`config.mk`:
```
export PLATFORM = sky130hd
export DESIGN_NAME = pipe_skid_reg
export DESIGN_NICKNAME = d
export VERILOG_FILES = /design/src/rtl/pipe_pkg.sv /design/src/rtl/pipe_skid_reg_sat_counter.sv /design/src/rtl/pipe_skid_reg.sv
export SDC_FILE = /design/constraint.sdc
export NUM_CORES = 1
export LEC_CHECK = 0
export CORE_MARGIN = 2
export CORE_UTILIZATION = 50
export CTS_CLUSTER_DIAMETER = 40
export DETAILED_ROUTE_END_ITERATION = 8
export GPL_TIMING_DRIVEN = 0
export PLACE_DENSITY_LB_ADDON = 0.05
export REMOVE_ABC_BUFFERS = 1
export SLEW_MARGIN = 20
export SYNTH_ARGS = -nofsm -noshare
export SYNTH_HDL_FRONTEND = slang
export SYNTH_SLANG_ARGS = --single-unit
```
`constraint.sdc`:
```
create_clock -name clk -period 2.1 [get_ports clk]
set_input_delay 0.315 -clock clk [delete_from_list [all_inputs] [get_ports clk]]
set_output_delay 0.315 -clock clk [all_outputs]
set_load 0.02 [all_outputs]
```
`src/rtl/pipe_pkg.sv`:
```
// Shared definitions for the pipe skid register: state encodings and default sizes.
// The stall counter is included only when PIPE_SKID_STALL_CNT_EN is defined.
package pipe_pkg;

    typedef enum logic [1:0] {
        EMPTY = 2'd0,
        ONE   = 2'd1,
        FULL  = 2'd2
    } skid_state_e;

    localparam int PIPE_WIDTH_DEF = 32;
    localparam int PIPE_CNT_W_DEF = 16;

endpackage

```
`src/rtl/pipe_skid_reg_sat_counter.sv`:
```
// Saturating up-counter; it holds at all-ones instead of wrapping.
// It is used by pipe_skid_reg only when PIPE_SKID_STALL_CNT_EN is defined.
module sat_counter #(
    parameter int CNT_W = 16
) (
    input  logic             clk,
    input  logic             reset,
    input  logic             inc,
    output logic [CNT_W-1:0] count
);

    logic [CNT_W-1:0] r_count;

    always_ff @(posedge clk) begin
        if (reset) begin
            r_count <= '0;
        end else if (inc && (r_count != {CNT_W{1'b1}})) begin
            r_count <= r_count + 1'b1;
        end
    end

    assign count = r_count;

endmodule

```
`src/rtl/pipe_skid_reg.sv`:
```
// Two-entry pipeline skid register. in_ready is decoded only from registered state.
// Define PIPE_SKID_STALL_CNT_EN to add the saturating back-pressure counter on stall_cnt.
module pipe_skid_reg
    import pipe_pkg::*;
#(
    parameter int WIDTH = PIPE_WIDTH_DEF,
    parameter int CNT_W = PIPE_CNT_W_DEF
) (
    input  logic             clk,
    input  logic             reset,
    input  logic             flush,
    input  logic             in_valid,
    output logic             in_ready,
    input  logic [WIDTH-1:0] in_data,
    output logic             out_valid,
    input  logic             out_ready,
    output logic [WIDTH-1:0] out_data
`ifdef PIPE_SKID_STALL_CNT_EN
    ,
    output logic [CNT_W-1:0] stall_cnt
`endif
);

    if (WIDTH < 1 || WIDTH > 1024 || CNT_W < 4 || CNT_W > 32) begin : g_bad_param
        $error("pipe_skid_reg: WIDTH must be 1..1024 and CNT_W must be 4..32");
    end

    skid_state_e      r_state;
    logic [WIDTH-1:0] r_main;
    logic [WIDTH-1:0] r_skid;
    logic             r_in_ready;
    logic             r_out_valid;

    logic             w_accept;
    logic             w_pop;

    assign w_accept = in_valid && r_in_ready;
    assign w_pop    = r_out_valid && out_ready;

    // The handshake flags are kept in the same registers as the state, so both always agree.
    always_ff @(posedge clk) begin
        if (reset || flush) begin
            // NOTE: the payload registers are cleared too, because out_data must read 0 whenever nothing is held.
            r_state     <= EMPTY;
            r_main      <= '0;
            r_skid      <= '0;
            r_in_ready  <= 1'b1;
            r_out_valid <= 1'b0;
        end else begin
            case (r_state)
                EMPTY: begin
                    if (w_accept) begin
                        r_state     <= ONE;
                        r_main      <= in_data;
                        r_out_valid <= 1'b1;
                    end
                end
                ONE: begin
                    case ({w_accept, w_pop})
                        2'b10: begin
                            r_state    <= FULL;
                            r_skid     <= in_data;
                            r_in_ready <= 1'b0;
                        end
                        2'b11: r_main <= in_data;
                        2'b01: begin
                            r_state     <= EMPTY;
                            r_main      <= '0;
                            r_out_valid <= 1'b0;
                        end
                        default: ;
                    endcase
                end
                FULL: begin
                    if (w_pop) begin
                        r_state    <= ONE;
                        r_main     <= r_skid;
                        r_skid     <= '0;
                        r_in_ready <= 1'b1;
                    end
                end
                default: begin
                    r_state     <= EMPTY;
                    r_main      <= '0;
                    r_skid      <= '0;
                    r_in_ready  <= 1'b1;
                    r_out_valid <= 1'b0;
                end
            endcase
        end
    end

    assign in_ready  = r_in_ready;
    assign out_valid = r_out_valid;
    assign out_data  = r_main;

`ifdef PIPE_SKID_STALL_CNT_EN
    logic w_stall;

    // A stall is a held head entry that downstream declines; flush does not clear the count.
    assign w_stall = r_out_valid && !out_ready;

    sat_counter #(
        .CNT_W(CNT_W)
    ) u_stall_cnt (
        .clk  (clk),
        .reset(reset),
        .inc  (w_stall),
        .count(stall_cnt)
    );
`endif

endmodule
```
======== After elaboration in Yosys (flattened, before gate mapping) ========
Index checks and enable logic that the tools add are counted.
cells by class
  add/sub/neg operators ................... 0
  $mul .................................... 0
  div/mod/pow operators ................... 0
  $lt $le $gt $ge ......................... 0
  eq/ne operators ......................... 11
  shifts and indexed selects .............. 0
  multiplexer cells ....................... 17
  bitwise logic cells ..................... 2
  reduce and logical (&&, ||, !) cells .... 8
operators by type and width
  kind                                                                   count
  32-bit case mux with 3 select lines                                    2
  32-bit 2-to-1 mux                                                      4
  32-bit case mux with 2 select lines                                    1
  3-bit AND reduction                                                    4
  2-bit equality test, second input constant                             3
  2-bit != test, second input constant                                   3
  3-bit by 2-bit != test with 1-bit output, second input constant        2
  1-bit case mux with 3 select lines                                     2
  2-bit case mux with 3 select lines                                     1
  2-bit by 1-bit equality test with 1-bit output, second input constant  2
  1-bit 2-to-1 mux                                                       4
  2-bit 2-to-1 mux                                                       2
  2-bit case mux with 2 select lines                                     1
  1-bit logical AND                                                      2
  2-bit zero test                                                        1
  2-bit by 1-bit != test with 1-bit output, second input constant        1
  1-bit inverter                                                         2
  1-bit logical OR                                                       1
word-level totals
  register bits after elaboration ......... 68
  bits in latches ......................... 0
  bits in writable memories ............... 0
  bits in read-only memories .............. 0
  input port bits ......................... 37
  output and inout port bits .............. 34
  logic and storage cells ................. 43
  memories ................................ 0

======== Longest topological paths before layout ========
  depth after elaboration ................. 4
  depth in mapped cells ................... 7
  depth with buffers taken out ............ 4

======== Worst setup path after synthesis ========
No wires, ideal clock.
  kind .................................... register to register
  start ................................... register r_out_valid, in the netlist out_valid
  end ..................................... register r_skid[0]
  library setup time ...................... 0.119 ns
  data arrival time ....................... 1.399 ns
  setup slack ............................. 0.582 ns
  stages on the path, launching flop included .. 8
  buffers on the path ..................... 3
  clock period less this slack ............ 1.518 ns
  path through ............................ dfxtp_1 and2_1 clkbuf_4 nor2_1 o22a_2 buf_6 buf_8 mux2i_1
between the ends
  cells in the longest elaborated chain, start to end .. 4
ends and longest elaborated chain
  element                                                    line                 text
  from (decl)                                                pipe_skid_reg.sv:32  logic r_out_valid;
  from (signal assigned)                                     pipe_skid_reg.sv:48  r_out_valid <= 1'b0;
  from (signal assigned)                                     pipe_skid_reg.sv:55  r_out_valid <= 1'b1;
  from (signal assigned)                                     pipe_skid_reg.sv:69  r_out_valid <= 1'b0;
  1-bit logical AND (*)                                      pipe_skid_reg.sv:38  assign w_pop = r_out_valid && out_ready;
  2-bit equality test                                        pipe_skid_reg.sv:59  case ({w_accept, w_pop})
  2-bit by 1-bit != test with 1-bit output (no source line)  --
  3-bit AND reduction (no source line) (*)                   --
  to (signal assigned)                                       pipe_skid_reg.sv:62  r_skid <= in_data;
  to (decl)                                                  pipe_skid_reg.sv:30  logic [WIDTH-1:0] r_skid;
Mark *: on every way between the ends. The rest lies on a longest branch, timed or not.
A chain may end at the register's enable or synchronous reset.

======== Final worst setup path ========
  start ................................... register r_state[0]
  end ..................................... register r_main[30], in the netlist out_data[30]
between the ends
  cells in the longest elaborated chain, start to end .. 3
ends and longest elaborated chain
  element                                                                                     line                 text
  from (decl)                                                                                 pipe_skid_reg.sv:28  skid_state_e r_state;
  from (signal assigned)                                                                      pipe_skid_reg.sv:44  r_state <= EMPTY;
  from (signal assigned)                                                                      pipe_skid_reg.sv:53  r_state <= ONE;
  from (signal assigned)                                                                      pipe_skid_reg.sv:61  r_state <= FULL;
  2-bit by 1-bit equality test with 1-bit output, or another cell as far along                pipe_skid_reg.sv:50  case (r_state)
  3-bit by 2-bit != test with 1-bit output (no source line) or 2-bit != test (tied branches)  --
  3-bit AND reduction (no source line)                                                        --
  to (signal assigned)                                                                        pipe_skid_reg.sv:54  r_main <= in_data;
  to (signal assigned)                                                                        pipe_skid_reg.sv:65  2'b11: r_main <= in_data;
  to (signal assigned)                                                                        pipe_skid_reg.sv:77  r_main <= r_skid;
  to (decl)                                                                                   pipe_skid_reg.sv:29  logic [WIDTH-1:0] r_main;
Several ways; a longest one is shown, not always the timed one.

==> impl_metrics.csv <==
group,metric,value,unit
run_status,outcome,"finished clean",
floorplan,rows,28,
yosys,yosys.area_share.xor_xnor,0.285,%
clocking,cts_tree,"yes",
power,powerDensity,714,nW/um^2
placed_design,gp_congestion,0.732,
route,vias,2493,
global_route,grt_pass1_vias,2383,
placed_design,post-dp-hpwl,4460,um
timing,skew,0.00786,ns
timing,setup_viol,0,
final_layout,fillers,471,
floorplan,core_area,5920,um^2
yosys,synth_fa_ha_area_share,0,%
timing,max_freq,513,MHz
route,ant_nets,0,
final_layout,drive_gt1_share,9.59,%
floorplan,dieArea,6790,um^2
yosys,synth-simple-area-share,15.1,%
yosys,ys_ff_latch,68,
timing,finalHoldViolCount,0,
critical_path,crit_arrival,2.13,ns
clocking,h-tree-depth,3,
clocking,path_clk_slew,0.07,ns
critical_path,end_kind,"flop",
yosys,yosysUniqueCellTypes,30,
yosys,synth-edff-count,0,
route,first_iter_violations,80,
power,ir_drop,0.548,mV
final_layout,finalNetCount,418,
timing,maxSlewHeadroom,45.9,%
global_route,antenna_found_initial,0,
yosys,ys_seq_area_share,44.3,%
clocking,clk_path_buf_depth,2,
final_layout,syn_to_final_growth,32.5,%
yosys,async_reset_ff_share,0,%
critical_path,startpoint_type,"flop",
floorplan,io_pins,71,
route,drt-wirelength-per-cell,15.9,um
global_route,grt_pass1_wl,11600,um
route,drt-total-wl,7340,um
yosys,synth_compound_area_share,12.2,%
yosys,synth_mux_area_share,21.2,%
clocking,clockRootBuffer,"clkbuf_8",
final_layout,layout.cells.non_filler,461,
timing,rsz0062_at_grt,"false",
route,vias_per_cell,5.41,
yosys,syn-instance-count,320,
timing,drv_slew,0,
critical_path,required,2.28,ns
clocking,clock_latency,0.33,ns
timing,timing.final.crit_share,92.9,%
run,max_cap_violations,0,
floorplan,initial_core_util,51.9,%
floorplan,dieWidth,82.4,um
worst_hold_path,min_path_cells,2,
yosys,ys.warnings.count,0,
placed_design,portBuffers,70,
route,drtPass1Iterations,4,
critical_path,path_class,"flop to flop",
clocking,clock-sinks,68,
timing,fin_crit,1.95,ns
final_layout,final_cell_area,4070,um^2
clocking,cts-buffers-inserted,9,
yosys,syn_area,3070,um^2
yosys,ys.flop_type,"dfxtp_1",
critical_path,rr_worst_depth,5,
global_route,grt_usage,22.9,%
placed_design,dpl_cell_area,3800,um^2
timing,worst_pin_slew,0.812,ns
power,leakage,1.29,nW
yosys,synth_top_family_by_area,"multiplexers",
floorplan,die_y,82.4,um
global_route,grt_remaining_overflow,0,
route,drc,0,
placed_design,dp.cells,441,
worst_hold_path,hp-class,"flop to flop",
final_layout,diodes,0,
global_route,grt_max_degree,36,
yosys,syn-mean-instance-area,9.60,um^2
critical_path,crit_fanout,15,
[flip-flops by register name, summed over array words and instances, names as in the netlist]
register and count:
in_ready 1, out_data 32, out_valid 1, r_skid 32, r_state 2
[per-stage QoR]
stage / hold slack (ns) / worst slack, ns / TNS [ns] / total power [mW] / util, %
6_report: 0.458 / 0.149 / 0 / 2.91 / 68.7
5_1_grt: 0.470 / 0.0193 / 0 / 3.02 / 68.7
4_1_cts: 0.461 / 0.156 / 0 / 2.94 / 68.7
3_5_place_dp: 0.447 / -0.440 / -16.56 / 1.76 / 64.2
3_3_place_gp: 0.441 / -2.76 / -165.35 / 1.71 / 61.7
2_1_floorplan: 0.434 / -1.21 / -58.00 / 1.54 / -
[repair_timing]
| action | CTS | global route |
|---|---|---|
| setup buffers | 4 | 0 |
| setup endpoints to repair | 64 | 0 |
| hold buffers | 0 | 0 |
| gates resized for setup | 1 | 0 |
[Yosys cell counts, types with 2 or more instances]
| cell type | count | share of area (%) |
|---|---|---|
| buf_8 | 3 | 1.5 |
| buf_2 | 9 | 1.5 |
| nand3_1 | 2 | 0.33 |
| a21oi_1 | 2 | 0.33 |
| dfxtp_1 | 68 | 44 |
| nor2_1 | 4 | 0.49 |
| clkbuf_1 | 10 | 1.2 |
| nand2_1 | 100 | 12 |
| o32ai_2 | 2 | 1.1 |
| o21a_1 | 2 | 0.49 |
| mux2i_1 | 65 | 21 |
| buf_6 | 6 | 2.2 |
| o32ai_1 | 30 | 8.6 |
[routing by layer]
layer	share of wire, %	vias up	global-route usage (%)
met4	0.34	0	6.00
met5	0	-	0
li1	-	1249	-
met2	50	43	39.5
met1	46	1199	27.7
met3	4.3	2	6.85
[cells in the final DEF, fill, tap and decap left out, drive strengths merged, types with 2 or more instances in the layout]
| cell type | instances |
|---|---|
| a21oi | 3 |
| buf | 11 |
| bufinv | 2 |
| clkbuf | 11 |
| clkdlybuf4s50 | 70 |
| clkinv | 3 |
| dfxtp | 68 |
| mux2i | 65 |
| nand2 | 100 |
| nand3 | 2 |
| nor2 | 4 |
| o21a | 2 |
| o32ai | 32 |
[power breakdown]
| group | leakage [nW] | total, mW | switching, mW | internal, mW |
|---|---|---|---|---|
| logic | 0.628 | 0.398 | 0.199 | 0.199 |
| registers | 0.551 | 1.34 | 0.0212 | 1.32 |
| clock network | 0.113 | 1.17 | 0.475 | 0.696 |
[worst paths after layout]
check / start / to / slack, ns
max: r_state[0]$_SDFFE_PP0P_ / out_data[30]$_SDFFE_PP0P_ / 0.15
min: r_skid[16]$_SDFFE_PP0P_ / r_skid[16]$_SDFFE_PP0P_ / 0.46
max reg2reg: r_state[0]$_SDFFE_PP0P_ / out_data[30]$_SDFFE_PP0P_ / 0.15
min reg2reg: r_skid[16]$_SDFFE_PP0P_ / r_skid[16]$_SDFFE_PP0P_ / 0.46
[final cells by class]
| class | count | area [um^2] | area share, % |
|---|---|---|---|
| timing repair buffer | 81 | 867 | 21.3 |
| tap | 75 | 93.8 | 2.31 |
| multi-input combinational | 221 | 1530 | 37.5 |
| clock inverter | 5 | 75.1 | 1.84 |
| clock buffer | 11 | 141 | 3.47 |
| sequential | 68 | 1370 | 33.5 |
[cells by family after synthesis]
group | after synthesis
mux | 65
xor+xnor | 1
compound gates | 42
buf+inv | 31
flops | 68
simple gates | 113
[worst max-delay path, cell delays in order (launching register included)]
cell	delay, ns
dfxtp_1	0.62
nor2_1	0.11
a22oi_2	0.51
buf_6	0.25
buf_6	0.20
o32ai_1	0.10
No activity file was read; power rests on OpenSTA's default activity.
==> RTL change 1: new RTL, config.mk and constraints unchanged <==
Add a define of `PIPE_SKID_STALL_CNT_EN`.
--- a/src/rtl/pipe_skid_reg.sv
+++ b/src/rtl/pipe_skid_reg.sv
@@ -1,5 +1,7 @@
 // Two-entry pipeline skid register. in_ready is decoded only from registered state.
 // Define PIPE_SKID_STALL_CNT_EN to add the saturating back-pressure counter on stall_cnt.
+`define PIPE_SKID_STALL_CNT_EN
+
 module pipe_skid_reg
     import pipe_pkg::*;
 #(
Function (old outputs only; new: stall_cnt): kept (Yosys induction, for registers that start in step).
==> RTL change 1 against the original RTL <==
Sequential cell count grew 16. Synthesized area is 18% higher. Core utilization up 0.50 points. Routed wire length up 37%. Total power grew 13%. Worst setup slack lost 37 ps. Global-route usage is 2.8 points higher. Cell area rose by 21%. First-iteration DRC count increased by 130%. Critical path type is now in2reg.
==> RTL change 1: results (changes against the original RTL) <==
drive_gt1_share_pct: 8.584  # was 9.585%
grt_start_max_net_pins: 43  # was 36
path_max_fanout: 13  # was 15
cellInternalPower_mw: 2.475  # was 2.210 mW
wl_per_cell_um: 17.75  # was 15.92 µm
cts_htree_levels: 3  # unchanged
grt_usage_pct: 25.71  # was 22.89%
place_congestion: 0.8991  # was 0.7324
yosysSeqAreaShare_pct: 46.25  # was 44.32%
port_buffers: 86  # was 70
fillers: 591  # was 471
max_slew_margin_pct: 50.47  # was 45.89%
fin_worst_skew_ps: 9.280  # was 7.858 ps
p_leak_nw: 1.506  # was 1.293 nW
synth_area_leaders: "dfxtp_1, nand4b_1, o2bb2ai_1"  # was dfxtp_1, mux2i_1, nand2_1
worstSkewPairLatency_ps: 360  # was 330 ps
outcome: "completed"  # unchanged
critical_path.startpoint: "out_ready"  # was r_state[0]
first_pass_iters: 5  # was 4
stdcell_count: 565  # was 461
p_total_mw: 3.297  # was 2.906 mW
power.share.clock_pct: 37.5  # was 40.3%
post-dp-hpwl_mm: 6.075  # was 4.460 mm
yosys-top-cells-count: "dfxtp_1, a21oi_1, o21ai_0"  # was nand2_1, dfxtp_1, mux2i_1
pg_comb_uw: 411  # was 398 µW
drtIter0Drc: 183  # was 80
post-route-period-util_pct: 94.64  # was 92.90%
r2r_start: "u_stall_cnt.count[0]"  # was r_state[0]
slowest_delay_ps: 670  # was 620 ps
worst_path_max_delay_cell: "clkdlybuf4s50_1"  # was dfxtp_1
dp_cells: 547  # was 441
path_delay_family: "buffers and inverters"  # was flip-flops
grt_pass1_wl_mm: 15.97  # was 11.57 mm
ir_worst_vdd_uv: 518.9  # was 548.4 µV
place_ws_ps: -755.4  # was -440.3 ps
nNetsFinal: 500  # was 418
grt_pass1_vias: 3246  # was 2383
RTL change 1: cell count changes after synthesis, sizes merged, moves of 16 or more:
cell	unedited run	this run
nand4b	1	32
a22oi	1	33
clkbuf	11	28
o21ai	1	36
nand2	100	11
a21oi	3	48
o32ai	32	0
mux2i	65	1
dfxtp	68	84
o2bb2ai	0	32
RTL change 1: per-stage QoR:
stage | utilization [%] | hold WS (ps)
CTS | 68.93 | 471.7
floorplan | - | 384.1
detailed placement | 65.53 | 446.7
global route | 69.25 | 483.7
global placement | 62.50 | 446.8
finish | 69.25 | 463.0
RTL change 1: cells by family after synthesis:
logic type	count (synthesis)	share of synthesized area [%]
AOI/OAI and AO/OA	168	30.25
and+or+nand+nor	95	17.72
DFF	84	46.25
buffers and inverters	44	4.921
xor gates and xnor gates	1	0.2409
muxes	1	0.2753
adders and majority gates	1	0.3441
RTL change 1: repair_timing:
action | in CTS | in global routing
endpoints found under the setup margin | 42 | 22
hold buffers | 0 | 0
pin swaps | 3 | 1
cloned | 1 | 0
resized for setup | 3 | 3
setup buffers | 2 | 0
RTL change 1: path summary, 6_finish.rpt:
| path | endpoint | slack, ps | cells past startpoint |
|---|---|---|---|
| max | out_data[5] | 110 | 7 |
| min | out_data[14] | 460 | 1 |
| max reg2reg | u_stall_cnt.count[5] | 160 | 5 |
| min reg2reg | out_data[14] | 460 | 1 |
RTL change 1: cell type report:
cell class	count	share of cell area [%]
clock buffers	10	2.582
clock inverters	5	1.570
well taps	99	2.506
inverters	5	0.3797
multi-input cells	267	37.95
flip-flops and latches	84	34.08
repair buffers	95	20.94
RTL change 1: routing by layer:
| layer | routed length (µm) | global-route usage [%] |
|---|---|---|
| met1 | 4493 | 34.72 |
| met2 | 4872 | 40.13 |
| met3 | 546 | 5.817 |
| met4 | 118 | 10.04 |
| met5 | 0 | 0 |
==> RTL change 2: new RTL, same flow settings <==
Without the edit above. The package constant `PIPE_WIDTH_DEF` goes from 32 to 24.
--- a/src/rtl/pipe_pkg.sv
+++ b/src/rtl/pipe_pkg.sv
@@ -8,7 +8,7 @@
         FULL  = 2'd2
     } skid_state_e;
 
-    localparam int PIPE_WIDTH_DEF = 32;
+    localparam int PIPE_WIDTH_DEF = 24;
     localparam int PIPE_CNT_W_DEF = 16;
 
 endpackage
Ports: changed (resized in_data and out_data); port bits go from 71 to 55. No check against the original RTL was run, so the function may have changed too.
==> RTL change 2 against the original RTL <==
Synthesized area shrank 17%. Maximum frequency grew 1.0%. Count of clock-buffer cells in the layout shrank 3. Clock power shrank 49%. Worst setup slack gained 20 ps. Routed wire length shrank 19%. Total power shrank 31%. Final cell count shrank 20%. Worst hold slack gained 4.8 ps. Sequential cell count shrank 16. Cell area shrank 19%. Critical path type is now in2reg. Largest power group unchanged.
==> RTL change 2: results (changes against the original RTL) <==
antenna_found_initial: 0  # unchanged
nNetsFinal: 327  # was 418
p_leak_nw: 1.020  # was 1.293 nW
wl_per_cell_um: 16.09  # was 15.92 µm
worstSkewPairLatency_ps: 310  # was 330 ps
path_max_fanout: 24  # was 15
fillers: 447  # was 471
grt_usage_pct: 22.00  # was 22.89%
synth_area_leaders: "dfxtp_1, mux2i_1, o32ai_2"  # was dfxtp_1, mux2i_1, nand2_1
clk_pin_slew_ps: 90  # was 70 ps
stdcell_count: 369  # was 461
yosys_warnings: 0  # unchanged
cts_buffer_depth: 2  # unchanged
placed_area_um2: 3063  # was 3804 µm²
antenna_cells: 0  # unchanged
place_congestion: 0.7870  # was 0.7324
syn_to_final_growth_pct: 28.79  # was 32.50%
post-dp-hpwl_mm: 3.293  # was 4.460 mm
synth-async-reset-ratio_pct: 0  # unchanged
cts_buffers: 5  # was 9
grt_pass1_wl_mm: 9.425  # was 11.57 mm
yosys-top-cells-count: "nand2_1, dfxtp_1, mux2i_1"  # unchanged
first_pass_iters: 4  # unchanged
dp_cells: 353  # was 441
hold_path.class: "reg2reg"  # unchanged
cts-root-buf: "clkbuf_8"  # unchanged
drive_gt1_share_pct: 16.39  # was 9.585%
max_slew_margin_pct: 46.81  # was 45.89%
critPathArrivalTime_ps: 2160  # was 2130 ps
ys_types: 33  # was 30
ir_worst_vdd_uv: 465.2  # was 548.4 µV
port_buffers: 54  # was 70
cellInternalPower_mw: 1.467  # was 2.210 mW
grt_start_max_net_pins: 28  # was 36
yosysSeqAreaShare_pct: 40.66  # was 44.32%
fin_worst_skew_ps: 7.126  # was 7.858 ps
cts_htree_levels: 2  # was 3
outcome: "completed"  # unchanged
vias: 1982  # was 2493
grt_pass1_vias: 1878  # was 2383
syn-instance-count: 250  # was 320
synth_flop_cell: "dfxtp_1"  # unchanged
place_ws_ps: -563.7  # was -440.3 ps
drtIter0Drc: 100  # was 80
RTL change 2: cell type report:
type                       instances  area share [%]
clock buffer                       8           2.732
multi-input combinational        177           42.28
sequential                        52           31.61
tap                               70           2.657
timing repair buffer              62           20.72
RTL change 2: power groups by stage:
stage	sequential [mW]	combinational [mW]	clock [mW]
2_1_floorplan	1.07	0.155	0
6_report	1.02	0.383	0.596
5_1_grt	1.03	0.403	0.647
4_1_cts	1.02	0.365	0.609
3_5_place_dp	1.04	0.322	0
3_3_place_gp	1.05	0.313	0
RTL change 2: critical path, cell delays in order:
cell             delay (ps)
clkdlybuf4s50_1         550
nand2_1                 220
nor2_2                  140
o22a_2                  650
mux2i_1                 280
RTL change 2: kinds of logic (layout without fill, tap and decap cells):
| kind of cell | count (synthesis) | count (layout) | share of synthesized area (%) |
|---|---|---|---|
| simple gates | 92 | 92 | 15.10 |
| mux | 48 | 48 | 18.77 |
| buf+inv | 23 | 70 | 7.136 |
| compound gates | 35 | 37 | 18.33 |
| flops | 52 | 52 | 40.66 |
RTL change 2: final timing paths:
| check | slack [ps] | to | startpoint | depth (start not counted) |
|---|---|---|---|---|
| setup reg to reg | 220 | out_data[5] | r_state[1] | 6 |
| setup / recovery | 170 | r_skid[0] | in_valid | 5 |
| hold / removal | 460 | r_skid[13] | r_skid[13] | 2 |
| hold reg to reg | 460 | r_skid[13] | r_skid[13] | 2 |
RTL change 2: what timing repair did:
item	in CTS	in global routing
hold endpoints to repair	0	0
gates resized for setup	3	1
endpoints found under the setup margin	48	30
pin swaps	2	1
buffers inserted	4	2
gates cloned	2	0
RTL change 2: metal layers:
metal  wire length, µm  share of wire [%]  vias to the layer above  GRT usage, %
met5                 0                  0                        -             0
met4                48               0.81                        0         7.018
met3               218                3.7                        5         4.233
met2              2857                 48                       38         34.59
met1              2812                 47                      955         30.60
li1                  -                  -                      984             -
